$ cat config.mk
export PLATFORM = sky130hd
export DESIGN_NAME = border_collision_ctrl_flat
export DESIGN_NICKNAME = d
export VERILOG_FILES = /design/src/rtl/border_collision_ctrl_pkg.sv /design/src/rtl/border_collision_if.sv /design/src/rtl/border_collision_ctrl_frame_cooldown.sv /design/src/rtl/border_collision_ctrl.sv /design/src/flat_wrapper.sv
export SDC_FILE = /design/constraint.sdc
export NUM_CORES = 1
export LEC_CHECK = 0
export CAP_MARGIN = 20
export CORE_MARGIN = 1.5
export CORE_UTILIZATION = 45
export DETAILED_ROUTE_END_ITERATION = 6
export GPL_TIMING_DRIVEN = 0
export PLACE_DENSITY = 0.79
export SLEW_MARGIN = 0
export SYNTH_ARGS = -nofsm -noshare
export SYNTH_HDL_FRONTEND = slang
export SYNTH_SLANG_ARGS = --single-unit
$ cat constraint.sdc
create_clock -name clk -period 2.1 [get_ports clk]
set_clock_uncertainty 0.2 [all_clocks]
set_input_delay 0.21 -clock clk [delete_from_list [all_inputs] [get_ports clk]]
set_output_delay 0.21 -clock clk [all_outputs]
set_load 0.01 [all_outputs]
$ cat src/rtl/border_collision_ctrl_pkg.sv
// Shared definitions for the border collision reporter: direction bit layout,
// report FSM states and the default per-direction cooldown length.
package border_collision_ctrl_pkg;

    localparam int DIR_TOP    = 3;
    localparam int DIR_BOTTOM = 2;
    localparam int DIR_LEFT   = 1;
    localparam int DIR_RIGHT  = 0;

    localparam int COOLDOWN_DEFAULT = 3;

    typedef logic [3:0] border_dir_t;

    typedef enum logic {
        ST_IDLE    = 1'b0,
        ST_PENDING = 1'b1
    } rpt_state_t;

    function automatic border_dir_t pack_dir(input logic top, input logic bottom,
                                             input logic left, input logic right);
        border_dir_t d;
        d             = '0;
        d[DIR_TOP]    = top;
        d[DIR_BOTTOM] = bottom;
        d[DIR_LEFT]   = left;
        d[DIR_RIGHT]  = right;
        return d;
    endfunction

endpackage

$ cat src/rtl/border_collision_if.sv
// Report handshake between the collision controller (master) and its consumer
// (slave): valid/dir/overrun flow out, ack flows back.
interface border_collision_if;
    import border_collision_ctrl_pkg::*;

    logic        collision_valid;
    border_dir_t collision_dir;
    logic        collision_ack;
    logic        overrun;

    modport master (
        output collision_valid,
        output collision_dir,
        output overrun,
        input  collision_ack
    );

    modport slave (
        input  collision_valid,
        input  collision_dir,
        input  overrun,
        output collision_ack
    );

endinterface

$ cat src/rtl/border_collision_ctrl_frame_cooldown.sv
// Per-direction frame cooldown counter: counts down one per frame boundary,
// reloads on a new report of its direction; active while nonzero.
module frame_cooldown
    import border_collision_ctrl_pkg::*;
#(
    parameter int FRAMES = COOLDOWN_DEFAULT
) (
    input  logic clk,
    input  logic reset,
    input  logic tick,
    input  logic load,
    output logic active
);

    logic [3:0] cnt;

    // A reload at a frame boundary wins over the decrement of that same boundary.
    always_ff @(posedge clk) begin
        if (reset) begin
            cnt <= 4'd0;
        end else if (tick) begin
            if (load) begin
                cnt <= 4'(FRAMES);
            end else if (cnt != 4'd0) begin
                cnt <= cnt - 4'd1;
            end
        end
    end

    assign active = (cnt != 4'd0);

endmodule

$ cat src/rtl/border_collision_ctrl.sv
// Collects ball/border hits per frame and reports them once per frame close; report
// appears 1 cycle after startOfFrame and is held until acked, later reports merge (overrun).
module border_collision_ctrl
    import border_collision_ctrl_pkg::*;
#(
    parameter int COOLDOWN_FRAMES = COOLDOWN_DEFAULT
) (
    input  logic                clk,
    input  logic                reset,
    input  logic                startOfFrame,
    input  logic                draw_ball,
    input  logic                draw_top_boarder,
    input  logic                draw_bottom_boarder,
    input  logic                draw_left_boarder,
    input  logic                draw_right_boarder,
    border_collision_if.master  rpt
);

    border_dir_t hits;
    border_dir_t acc;
    border_dir_t frame_hits;
    border_dir_t mask;
    border_dir_t new_dir;
    rpt_state_t  state;

    always_comb begin
        hits = pack_dir(draw_top_boarder, draw_bottom_boarder,
                        draw_left_boarder, draw_right_boarder) & {4{draw_ball}};
    end

    // Hits on the closing cycle itself still belong to the frame being closed.
    assign frame_hits = acc | hits;
    assign new_dir    = frame_hits & ~mask;

    always_ff @(posedge clk) begin
        if (reset) begin
            acc <= '0;
        end else if (startOfFrame) begin
            acc <= '0;
        end else begin
            acc <= acc | hits;
        end
    end

    for (genvar g = 0; g < 4; g++) begin : g_cooldown
        frame_cooldown #(
            .FRAMES (COOLDOWN_FRAMES)
        ) u_cooldown (
            .clk    (clk),
            .reset  (reset),
            .tick   (startOfFrame),
            .load   (new_dir[g]),
            .active (mask[g])
        );
    end

    always_ff @(posedge clk) begin
        if (reset) begin
            state               <= ST_IDLE;
            rpt.collision_valid <= 1'b0;
            rpt.collision_dir   <= '0;
            rpt.overrun         <= 1'b0;
        end else begin
            rpt.overrun <= 1'b0;
            case (state)
                ST_IDLE: begin
                    if (startOfFrame && (new_dir != '0)) begin
                        state               <= ST_PENDING;
                        rpt.collision_valid <= 1'b1;
                        rpt.collision_dir   <= new_dir;
                    end
                end
                ST_PENDING: begin
                    if (startOfFrame) begin
                        if (rpt.collision_ack) begin
                            // Old report consumed on this edge; the new frame stands alone.
                            if (new_dir != '0) begin
                                rpt.collision_dir <= new_dir;
                            end else begin
                                state               <= ST_IDLE;
                                rpt.collision_valid <= 1'b0;
                            end
                        end else if (new_dir != '0) begin
                            rpt.collision_dir <= rpt.collision_dir | new_dir;
                            rpt.overrun       <= 1'b1;
                        end
                    end else if (rpt.collision_ack) begin
                        state               <= ST_IDLE;
                        rpt.collision_valid <= 1'b0;
                    end
                end
                default: begin
                    state               <= ST_IDLE;
                    rpt.collision_valid <= 1'b0;
                end
            endcase
        end
    end

endmodule

$ cat src/flat_wrapper.sv
// flat-port wrapper written by rule: the top's interface ports become plain ports
module border_collision_ctrl_flat import border_collision_ctrl_pkg::*;
#(
    parameter int COOLDOWN_FRAMES = COOLDOWN_DEFAULT
)
  (clk, reset, startOfFrame, draw_ball, draw_top_boarder, draw_bottom_boarder, draw_left_boarder, draw_right_boarder, rpt_collision_valid, rpt_collision_dir, rpt_overrun, rpt_collision_ack);
  border_collision_if rpt_i ();
  input  logic clk;
  input  logic reset;
  input  logic startOfFrame;
  input  logic draw_ball;
  input  logic draw_top_boarder;
  input  logic draw_bottom_boarder;
  input  logic draw_left_boarder;
  input  logic draw_right_boarder;
  output wire logic [$bits(rpt_i.collision_valid)-1:0] rpt_collision_valid;
  output wire logic [$bits(rpt_i.collision_dir)-1:0] rpt_collision_dir;
  output wire logic [$bits(rpt_i.overrun)-1:0] rpt_overrun;
  input wire logic [$bits(rpt_i.collision_ack)-1:0] rpt_collision_ack;
  assign rpt_collision_valid = rpt_i.collision_valid;
  assign rpt_collision_dir = rpt_i.collision_dir;
  assign rpt_overrun = rpt_i.overrun;
  assign rpt_i.collision_ack = rpt_collision_ack;
  border_collision_ctrl #(.COOLDOWN_FRAMES(COOLDOWN_FRAMES)) u_core (.clk(clk), .reset(reset), .startOfFrame(startOfFrame), .draw_ball(draw_ball), .draw_top_boarder(draw_top_boarder), .draw_bottom_boarder(draw_bottom_boarder), .draw_left_boarder(draw_left_boarder), .draw_right_boarder(draw_right_boarder), .rpt(rpt_i));
endmodule
==> results_dict.tcl <==
set metrics [dict create \
    power_density_mw_per_mm2 827 \
    avgSynthCellArea_um2 8.79 \
    place_hpwl_um 1810 \
    cts_hold_buf 0 \
    worstPathRequired_ps 2140 \
    min_path_type "input pin to register" \
    power_leakage_nw 0.515 \
    worstPathMaxFanout 4 \
    yosys_warnings 0 \
    ir_drop_mv 0.681 \
    cts_setup_buffers 0 \
    worstSetupEndpointType "register" \
    placedCellCount 185 \
    synth_fp_nets 157 \
    rrSetupSlack_ps 170 \
    cts_resized 0 \
    worstPathArrival_ps 1970 \
    ys_seq_area_share_pct 43.0 \
    maxSlewHeadroom_pct 67.4 \
    syn_inst 143 \
    fin_crit_sh_pct 91.8 \
    cts-root-buf "clkbuf_4" \
    drtIter0Drc 30 \
    seq_area_um2 541 \
    num_vias 1062 \
    fin_cells 189 \
    tns_ps 0 \
    wl_per_cell_um 13.2 \
    ctsLongestPathBuffers 2 \
    grt_pass1_wl_um 4270 \
    setup_viol 0 \
    crit_chain "inv_1 -> ha_1 -> or3b_4 -> o22ai_4 -> o31a_1 -> a311oi_1" \
    cap_violations 0 \
    status "complete, no violations" \
    slowest_stage "or3b_4" \
    layout-drive-gt1-share_pct 9.43 \
    min_period_ps 1930 \
    die_y_um 55.9 \
    final_nets 174 \
    clk_pin_slew_ps 170 \
    routabilityCongestion 0.751 \
    cts.sinks 27 \
    drt_first_pass_iters 4 \
    postRouteAntennaNets 0 \
    start_util_pct 49.0 \
    cpPeakStageDelay_ps 430 \
    drc 0 \
    core-area_mm2 0.00257 \
    port_buffers 12 \
    clk_latency_ps 340 \
    ys_seq_elements 27 \
    grt_pass1_vias 1017 \
    grt-ovfl-total 0 \
    grt.total_usage_pct 17.0 \
    path_class "register to register" \
    total_power_mw 1.20 \
    rsz0062_at_grt "false" \
    fillers 238 \
    setup.worst_path.start_class "register" \
    antenna_cells 0 \
    worst_slew_pin_slew_ps 490 \
    cts_tree "done" \
    syn_to_final_growth_pct 14.9 \
    via_per_inst 5.62 \
    fmax_mhz 519 \
    rows 18 \
    die-area_mm2 0.00312 \
    cts-htree-levels 1 \
    multi_input_area_um2 644 \
    drv_slew 0 \
    syn_area_mm2 0.00126 \
    numCtsBuffers 3 \
    antenna_found_initial 0 \
    finalHoldViolations 0 \
    wirelength_um 2490 \
    die_w_um 55.9 \
    ys_types 28 \
    ios 15 \
    grt_max_degree 17 \
    fin_util_pct 56.3 \
]
## power by group
| group | internal [mW] | leakage (nW) | switching, mW |
|---|---|---|---|
| logic | 0.158 | 0.280 | 0.192 |
| registers | 0.566 | 0.221 | 0.0434 |
| clock network | 0.0730 | 0.0139 | 0.163 |
## final timing paths
check,startpoint,end,cells past startpoint
worst min register to register,u_core.rpt.collision_valid,u_core.rpt.collision_valid,2
worst max-delay path,u_core.g_cooldown[2].u_cooldown.cnt[0],u_core.rpt.collision_dir[2],6
worst min-delay path,reset,u_core.rpt.collision_valid,2
worst max register to register,u_core.g_cooldown[2].u_cooldown.cnt[0],u_core.rpt.collision_dir[2],6
## cell type report
type / instances / share of cell area [%]
Buffer: 6 / 1.90
Sequential cell: 27 / 37.4
Multi-Input combinational cell: 98 / 44.6
Tap cell: 30 / 2.60
Timing Repair Buffer: 12 / 8.31
Clock buffer: 3 / 1.56
Inverter: 12 / 3.12
Clock inverter: 1 / 0.519
## layout by cell type, fill, tap and decap left out, types with 3 or more instances in the layout
| cell type | synthesis | layout |
|---|---|---|
| clkdlybuf4s50_1 | 0 | 12 |
| ha_1 | 5 | 5 |
| or3b_1 | 3 | 3 |
| nor3_1 | 10 | 10 |
| inv_1 | 12 | 12 |
| a31oi_1 | 4 | 4 |
| dfxtp_1 | 27 | 27 |
| clkbuf_4 | 0 | 3 |
| a21oi_2 | 3 | 3 |
| a211oi_1 | 4 | 4 |
| clkbuf_1 | 4 | 4 |
| nor2_1 | 21 | 21 |
| a311oi_1 | 8 | 8 |
| nand2_1 | 8 | 8 |
| or4b_1 | 4 | 4 |
| nor3b_1 | 3 | 3 |
| a21oi_1 | 14 | 14 |
## logic make-up after synthesis
group / after synthesis / synth area share, %
simple gates: 55 / 23.5
compound gates: 38 / 22.8
flops: 27 / 43.0
buf+inv: 18 / 5.77
fa+ha+maj: 5 / 4.98
## worst max-delay path, delay by kind of cell (launching register included)
family | cells | cell delay [ps]
buffers and inverters | 1 | 60
AOI/OAI and AO/OA | 3 | 560
adders and majority gates | 1 | 200
DFF | 1 | 370
and+or+nand+nor | 1 | 430
## cells in the mapped netlist
cell type	count	share of area, %
clkbuf_1	4	1.2
o22ai_4	1	1.6
a221oi_2	1	1.2
o31ai_2	1	0.99
a21oi_2	3	2.1
and2_1	1	0.50
nand2_1	8	2.4
a31oi_1	4	2.0
nor2_2	1	0.50
buf_2	1	0.40
nor2_1	21	6.3
or4b_1	4	3.2
inv_1	12	3.6
nor2_4	1	0.90
ha_1	5	5.0
o311ai_1	1	0.70
nor3_1	10	4.0
a311oi_1	8	5.6
a211oi_1	4	2.4
dfxtp_1	27	43
o31a_1	1	0.70
nand2b_1	1	0.50
buf_4	1	0.60
or3b_1	3	2.1
nor3b_1	3	1.8
or3b_4	1	0.90
a21oi_1	14	5.6
nor2b_1	1	0.50
## per-layer routing
layer | up-vias | global-route usage [%] | wire (µm)
met2 | 18 | 28.7 | 1220
met3 | 2 | 5.35 | 91
met5 | - | 0 | 0
li1 | 548 | - | -
met4 | 0 | 5.10 | 19
met1 | 494 | 20.7 | 1170
## per-stage QoR
stage	setup WS (ps)	hold WS (ps)	area (µm²)
finish	172	54.8	1450
CTS	180	47.6	1450
global route	32.1	71.2	1450
detailed placement	92.4	278	1420
floorplan	337	217	1260
global placement	110	262	1420
## state kept, by name, indices dropped and copies added, names as in the netlist
name and flops:
u_core.g_cooldown.u_cooldown.cnt 16, u_core.acc 4, u_core.rpt.overrun 1, u_core.rpt.collision_dir 4
u_core.rpt.collision_valid 1, u_core.state 1
Note: power is estimated with default switching activity, not from simulation.
